**config.mk**
```make
export PLATFORM = sky130hd
export DESIGN_NAME = wb_master_flat
export DESIGN_NICKNAME = d
export VERILOG_FILES = /design/src/rtl/wb_master_if.sv /design/src/rtl/wb_master.sv /design/src/flat_wrapper.sv
export SDC_FILE = /design/constraint.sdc
export NUM_CORES = 1
export LEC_CHECK = 0
export ABC_CLOCK_PERIOD_IN_PS = 2100
export CORE_AREA = 2 2 116 118
export CTS_CLUSTER_SIZE = 30
export DETAILED_ROUTE_END_ITERATION = 16
export DIE_AREA = 0 0 118 120
export GPL_TIMING_DRIVEN = 0
export PLACE_DENSITY = 0.7
export SETUP_SLACK_MARGIN = 0.15
export SLEW_MARGIN = 40
export SYNTH_ARGS = -nofsm -noshare
export SYNTH_HDL_FRONTEND = slang
export SYNTH_SLANG_ARGS = --single-unit
```
**constraint.sdc**
```tcl
create_clock -name wb_clk_i -period 2.1 [get_ports wb_clk_i]
set_input_delay 0.525 -clock wb_clk_i [delete_from_list [all_inputs] [get_ports wb_clk_i]]
set_output_delay 0.525 -clock wb_clk_i [all_outputs]
set_load 0.005 [all_outputs]
```
**src/rtl/wb_master_if.sv**
```systemverilog
// Core-side request/response and Wishbone classic bus signals of the wb_master bridge.
// The master modport is the bridge's view. The slave modport is the view of the core and Wishbone slave around it.
interface wb_master_if;
  // Handshakes: a request transfers on a rising edge where req_valid_i && req_ready_o.
  // A response transfers on a rising edge where rsp_valid_o && rsp_ready_i.
  // Once valid is raised, it and its payload are held until that transfer edge.
  logic        req_valid_i;
  logic        req_ready_o;
  logic        req_we_i;
  logic [31:0] req_addr_i;
  logic [31:0] req_wdata_i;
  logic [3:0]  req_sel_i;
  logic        rsp_valid_o;
  logic        rsp_ready_i;
  logic [31:0] rsp_rdata_o;
  logic        rsp_err_o;
  logic        wbm_cyc_o;
  logic        wbm_stb_o;
  logic        wbm_we_o;
  logic [3:0]  wbm_sel_o;
  logic [31:0] wbm_adr_o;
  logic [31:0] wbm_dat_o;
  logic [31:0] wbm_dat_i;
  logic        wbm_ack_i;

  modport master (
    input  req_valid_i, req_we_i, req_addr_i, req_wdata_i, req_sel_i,
    input  rsp_ready_i, wbm_dat_i, wbm_ack_i,
    output req_ready_o, rsp_valid_o, rsp_rdata_o, rsp_err_o,
    output wbm_cyc_o, wbm_stb_o, wbm_we_o, wbm_sel_o, wbm_adr_o, wbm_dat_o
  );

  modport slave (
    output req_valid_i, req_we_i, req_addr_i, req_wdata_i, req_sel_i,
    output rsp_ready_i, wbm_dat_i, wbm_ack_i,
    input  req_ready_o, rsp_valid_o, rsp_rdata_o, rsp_err_o,
    input  wbm_cyc_o, wbm_stb_o, wbm_we_o, wbm_sel_o, wbm_adr_o, wbm_dat_o
  );
endinterface

```
**src/rtl/wb_master.sv**
```systemverilog
// Single-outstanding bridge from a valid/ready core port to a Wishbone classic master.
// A strobe that gets no ack within TIMEOUT cycles ends with an error response.
module wb_master #(
  parameter int TIMEOUT = 16
) (
  input  logic              wb_clk_i,
  input  logic              wb_rst_ni,
  wb_master_if.master       bus,
  output logic              busy_o,
  output logic [1:0]        dbg_state_o
);

  typedef enum logic [1:0] {
    IDLE = 2'd0,
    BUS  = 2'd1,
    RESP = 2'd2
  } state_t;

  localparam logic [7:0] CNT_LAST = 8'(TIMEOUT - 1);

  state_t      state;
  logic [7:0]  cnt;
  logic        cyc_q;
  logic        stb_q;
  logic        we_q;
  logic [3:0]  sel_q;
  logic [31:0] adr_q;
  logic [31:0] dat_q;
  logic [31:0] rdata_q;
  logic        err_q;

  // Byte offset bits are dropped: the bus is word addressed.
  logic unused_addr_lsbs;
  assign unused_addr_lsbs = ^bus.req_addr_i[1:0];

  always_ff @(posedge wb_clk_i or negedge wb_rst_ni) begin
    if (!wb_rst_ni) begin
      state   <= IDLE;
      cnt     <= 8'd0;
      cyc_q   <= 1'b0;
      stb_q   <= 1'b0;
      we_q    <= 1'b0;
      sel_q   <= 4'd0;
      adr_q   <= 32'd0;
      dat_q   <= 32'd0;
      rdata_q <= 32'd0;
      err_q   <= 1'b0;
    end else begin
      case (state)
        IDLE: begin
          if (bus.req_valid_i) begin
            state <= BUS;
            cnt   <= 8'd0;
            cyc_q <= 1'b1;
            stb_q <= 1'b1;
            we_q  <= bus.req_we_i;
            sel_q <= bus.req_sel_i;
            adr_q <= {bus.req_addr_i[31:2], 2'b00};
            dat_q <= bus.req_wdata_i;
          end
        end
        BUS: begin
          // An ack in the last allowed cycle still wins over the timeout.
          if (bus.wbm_ack_i) begin
            state   <= RESP;
            cyc_q   <= 1'b0;
            stb_q   <= 1'b0;
            rdata_q <= we_q ? 32'd0 : bus.wbm_dat_i;
            err_q   <= 1'b0;
          end else if (cnt == CNT_LAST) begin
            state   <= RESP;
            cyc_q   <= 1'b0;
            stb_q   <= 1'b0;
            rdata_q <= 32'd0;
            err_q   <= 1'b1;
          end else begin
            cnt <= cnt + 8'd1;
          end
        end
        RESP: begin
          if (bus.rsp_ready_i) begin
            state <= IDLE;
          end
        end
        default: begin
          state <= IDLE;
          cyc_q <= 1'b0;
          stb_q <= 1'b0;
        end
      endcase
    end
  end

  assign bus.req_ready_o = (state == IDLE);
  assign bus.rsp_valid_o = (state == RESP);
  assign bus.rsp_rdata_o = rdata_q;
  assign bus.rsp_err_o   = err_q;
  assign bus.wbm_cyc_o   = cyc_q;
  assign bus.wbm_stb_o   = stb_q;
  assign bus.wbm_we_o    = we_q;
  assign bus.wbm_sel_o   = sel_q;
  assign bus.wbm_adr_o   = adr_q;
  assign bus.wbm_dat_o   = dat_q;
  assign busy_o          = (state != IDLE);
  assign dbg_state_o     = state;

endmodule

```
**src/flat_wrapper.sv**
```systemverilog
// flat-port wrapper written by rule: the top's interface ports become plain ports
module wb_master_flat 
#(
  parameter int TIMEOUT = 16
)
  (wb_clk_i, wb_rst_ni, busy_o, dbg_state_o, bus_req_valid_i, bus_req_we_i, bus_req_addr_i, bus_req_wdata_i, bus_req_sel_i, bus_rsp_ready_i, bus_wbm_dat_i, bus_wbm_ack_i, bus_req_ready_o, bus_rsp_valid_o, bus_rsp_rdata_o, bus_rsp_err_o, bus_wbm_cyc_o, bus_wbm_stb_o, bus_wbm_we_o, bus_wbm_sel_o, bus_wbm_adr_o, bus_wbm_dat_o);
  wb_master_if bus_i ();
  input  logic wb_clk_i;
  input  logic wb_rst_ni;
  output logic busy_o;
  output logic [1:0] dbg_state_o;
  input wire logic [$bits(bus_i.req_valid_i)-1:0] bus_req_valid_i;
  input wire logic [$bits(bus_i.req_we_i)-1:0] bus_req_we_i;
  input wire logic [$bits(bus_i.req_addr_i)-1:0] bus_req_addr_i;
  input wire logic [$bits(bus_i.req_wdata_i)-1:0] bus_req_wdata_i;
  input wire logic [$bits(bus_i.req_sel_i)-1:0] bus_req_sel_i;
  input wire logic [$bits(bus_i.rsp_ready_i)-1:0] bus_rsp_ready_i;
  input wire logic [$bits(bus_i.wbm_dat_i)-1:0] bus_wbm_dat_i;
  input wire logic [$bits(bus_i.wbm_ack_i)-1:0] bus_wbm_ack_i;
  output wire logic [$bits(bus_i.req_ready_o)-1:0] bus_req_ready_o;
  output wire logic [$bits(bus_i.rsp_valid_o)-1:0] bus_rsp_valid_o;
  output wire logic [$bits(bus_i.rsp_rdata_o)-1:0] bus_rsp_rdata_o;
  output wire logic [$bits(bus_i.rsp_err_o)-1:0] bus_rsp_err_o;
  output wire logic [$bits(bus_i.wbm_cyc_o)-1:0] bus_wbm_cyc_o;
  output wire logic [$bits(bus_i.wbm_stb_o)-1:0] bus_wbm_stb_o;
  output wire logic [$bits(bus_i.wbm_we_o)-1:0] bus_wbm_we_o;
  output wire logic [$bits(bus_i.wbm_sel_o)-1:0] bus_wbm_sel_o;
  output wire logic [$bits(bus_i.wbm_adr_o)-1:0] bus_wbm_adr_o;
  output wire logic [$bits(bus_i.wbm_dat_o)-1:0] bus_wbm_dat_o;
  assign bus_i.req_valid_i = bus_req_valid_i;
  assign bus_i.req_we_i = bus_req_we_i;
  assign bus_i.req_addr_i = bus_req_addr_i;
  assign bus_i.req_wdata_i = bus_req_wdata_i;
  assign bus_i.req_sel_i = bus_req_sel_i;
  assign bus_i.rsp_ready_i = bus_rsp_ready_i;
  assign bus_i.wbm_dat_i = bus_wbm_dat_i;
  assign bus_i.wbm_ack_i = bus_wbm_ack_i;
  assign bus_req_ready_o = bus_i.req_ready_o;
  assign bus_rsp_valid_o = bus_i.rsp_valid_o;
  assign bus_rsp_rdata_o = bus_i.rsp_rdata_o;
  assign bus_rsp_err_o = bus_i.rsp_err_o;
  assign bus_wbm_cyc_o = bus_i.wbm_cyc_o;
  assign bus_wbm_stb_o = bus_i.wbm_stb_o;
  assign bus_wbm_we_o = bus_i.wbm_we_o;
  assign bus_wbm_sel_o = bus_i.wbm_sel_o;
  assign bus_wbm_adr_o = bus_i.wbm_adr_o;
  assign bus_wbm_dat_o = bus_i.wbm_dat_o;
  wb_master #(.TIMEOUT(TIMEOUT)) u_core (.wb_clk_i(wb_clk_i), .wb_rst_ni(wb_rst_ni), .bus(bus_i), .busy_o(busy_o), .dbg_state_o(dbg_state_o));
endmodule
```
==> results_dict.tcl <==
set metrics [dict create \
    status "finished, final reports clean" \
    vias 3412 \
    wirelength_mm 11.6 \
    critical_path_arrival_ps 1370 \
    area_delta_synth_final_pct 61.9 \
    min_period_ps 1890 \
    via_per_inst 4.75 \
    synth.top_cells.by_area "dfrtp_1 (63%), mux2_2 (17%), and4b_1 (4.8%)" \
    num_rows 42 \
    clkTransAtPathRegs_ps 70 \
    gr-total-overflow 0 \
    regArea_um2 2780 \
    die_w_um 118 \
    multi_input_area_um2 1510 \
    setup-violations-final 0 \
    drt-wirelength-per-cell_um 16.1 \
    critPathMaxFanout 5 \
    die-area_um2 14200 \
    clock_tree.buffer_depth 2 \
    met3_usage_pct 5.47 \
    drive_gt1_share_pct 20.7 \
    tritoncts "built" \
    grt_pass1_wl_mm 18.3 \
    first_global_vias 3612 \
    critPathRequiredTime_ps 1570 \
    grt_use_met2_pct 27.3 \
    fillers 1128 \
    r2r_cells 5 \
    core_um2 13000 \
    critical_path_class "register to output pin" \
    syn_area_per_cell_um2 14.3 \
    netlist.area_leader.share_pct 63.0 \
    critPathLaunchType "register" \
    grt_use_total_pct 16.3 \
    hpwl_mm 8.60 \
    rsz0062_at_grt "no" \
    totalPowerFinal_mw 9.79 \
    cts.sinks 111 \
    ys_seq_area_share_pct 63.0 \
    powerDensity_nw_per_um2 1370 \
    cts.htree.levels 3 \
    r2r_start "u_core.cnt[4]" \
    maxSlewViolCount 0 \
    dieHeight_um 120 \
    cts-buffers-inserted 9 \
    drv_cap 0 \
    ios 215 \
    drt.antenna.violating_nets 0 \
    ys_types 29 \
    reg2reg_to "u_core.cnt[6]" \
    end_kind "output pin" \
    dr.pass1.iters 4 \
    final_util_pct 55.0 \
    ys_ff_latch 111 \
    grt_max_degree 73 \
    rrSetupSlack_ps 260 \
    p_leak_nw 3.21 \
    fmaxAchievable_mhz 529 \
    synth_top_area_cell "dfrtp_1" \
    drc_errors 0 \
    clock_latency_ps 350 \
    antenna_found_initial 0 \
    root_buffer "clkbuf_16" \
    floorplan.initialDensity_pct 34.0 \
    skew_ps 5.53 \
    worst_hold_slack_ps 44.8 \
    ys.warnings.count 0 \
    fin_nets 644 \
    port-buffer-count 210 \
    use_met1_pct 19.3 \
    hold_violations 0 \
    min_path_type "primary input to asynchronous set/reset pin" \
    syn_area_um2 4410 \
    ir_worst_vdd_v 0.000613 \
    place_congestion 0.738 \
    period_share_pct 90.0 \
    dr.first_iter.drc_count 135 \
    top_usage_layer "met2" \
    n_antenna_cell 0 \
    postSynthCellCount 309 \
]
Yosys cell counts:
| cell | count |
|---|---|
| and2_1 | 1 |
| nand3_1 | 2 |
| nand4_1 | 1 |
| buf_6 | 1 |
| nand2b_1 | 1 |
| a31oi_1 | 5 |
| buf_4 | 3 |
| a21o_1 | 21 |
| or4_1 | 1 |
| nand2_1 | 7 |
| ha_1 | 1 |
| mux2_2 | 67 |
| clkbuf_1 | 12 |
| nor2_1 | 6 |
| conb_1 | 1 |
| o31ai_1 | 2 |
| dfrtp_1 | 111 |
| a21oi_1 | 7 |
| buf_2 | 8 |
| nor3b_1 | 2 |
| o21ai_1 | 2 |
| a22o_1 | 12 |
| a41oi_1 | 1 |
| inv_1 | 5 |
| o211a_1 | 1 |
| nor2b_1 | 1 |
| or2_1 | 1 |
| and4b_1 | 21 |
| o21ai_0 | 5 |
stage by stage:
| step | worst slack, ps | setup TNS (ps) | instance area [µm²] | std cells |
|---|---|---|---|---|
| global placement | -3680 | -423180 | 6730 | 696 |
| finish | 210 | 0 | 7140 | 718 |
| global route | 154 | 0 | 7140 | 718 |
| detailed placement | -579 | -19220 | 6770 | 697 |
| floorplan | 291 | 0 | 4410 | 310 |
| CTS | 153 | 0 | 7110 | 717 |
cells in the final DEF, fill, tap and decap left out, types with 3 or more instances in the layout:
cell type,count
nor2_1,4
o21ai_0,5
clkdlybuf4s50_1,205
inv_1,5
a21o_1,21
dfrtp_1,108
dfrtp_2,3
clkbuf_1,9
a21oi_1,7
buf_2,6
buf_4,10
a22o_1,12
and4b_1,21
a31oi_1,5
clkinv_2,3
nand2_1,7
mux2_2,67
clkbuf_16,9
clkbuf_2,4
registers in the layout, summed over array words and instances, names as in the netlist:
register / flops
u_core.dbg_state_o: 2
u_core.cnt: 8
u_core.bus.rsp_rdata_o: 32
u_core.bus.wbm_dat_o: 32
u_core.bus.wbm_stb_o: 1
u_core.bus.wbm_sel_o: 4
u_core.bus.wbm_adr_o: 30
u_core.bus.rsp_err_o: 1
u_core.bus.wbm_we_o: 1
kinds of logic (layout without fill, tap and decap cells):
logic type / count (synthesis) / in the layout / share of synthesized area, %
buf+inv: 29 / 261 / 3.12
fa+ha+maj: 1 / 1 / 0.284
flops: 111 / 111 / 63.0
compound gates: 56 / 56 / 9.03
simple gates: 44 / 44 / 7.33
other cells: 1 / 2 / 0.0851
mux: 67 / 67 / 17.1
how the worst max path moves through the flow:
stage	from	slack (ps)	end
2_1_floorplan	u_core.dbg_state_o[0]	290	u_core.bus.wbm_dat_o[22]
3_3_place_gp	wb_rst_ni	-3680	u_core.bus.wbm_adr_o[11]
3_5_place_dp	bus_req_valid_i	-580	u_core.bus.wbm_dat_o[29]
4_1_cts	u_core.cnt[4]	150	u_core.bus.rsp_rdata_o[25]
5_1_grt	u_core.dbg_state_o[1]	150	bus_rsp_valid_o
6_report	u_core.dbg_state_o[0]	210	dbg_state_o[0]
area by class of cell:
| cell class | count | share of cell area [%] |
|---|---|---|
| Clock inverter | 4 | 0.631 |
| Clock buffer | 12 | 3.45 |
| Inverter | 5 | 0.263 |
| Buffer | 24 | 1.91 |
| Multi-Input combinational cell | 170 | 21.2 |
| Timing Repair Buffer | 216 | 30.5 |
| Sequential cell | 111 | 39.0 |
| Tap cell | 176 | 3.09 |
timing repair:
item,in CTS,in global routing
endpoints found under the setup margin,95,42
hold buffers,0,0
gates resized for setup,12,12
buffers inserted,4,1
pin swaps,1,1
critical path, cell delays in order, from the launching register on:
cell and delay, ps:
dfrtp_2 430, buf_4 150, clkdlybuf4s50_1 450
layer usage:
metal	vias to the layer above	routed length [µm]
met3	21	936
met2	141	5790
met5	-	0
met1	1676	4580
li1	1574	-
met4	0	255
where the power goes:
| group | total, mW | switching [mW] | leakage, nW | internal (mW) |
|---|---|---|---|---|
| logic | 4.42 | 1.46 | 1.70 | 2.96 |
| registers | 3.68 | 0.550 | 1.36 | 3.13 |
| clock network | 1.69 | 0.736 | 0.146 | 0.953 |
| total | 9.79 | 2.75 | 3.21 | 7.04 |
No activity file was read; power rests on OpenSTA's default activity.
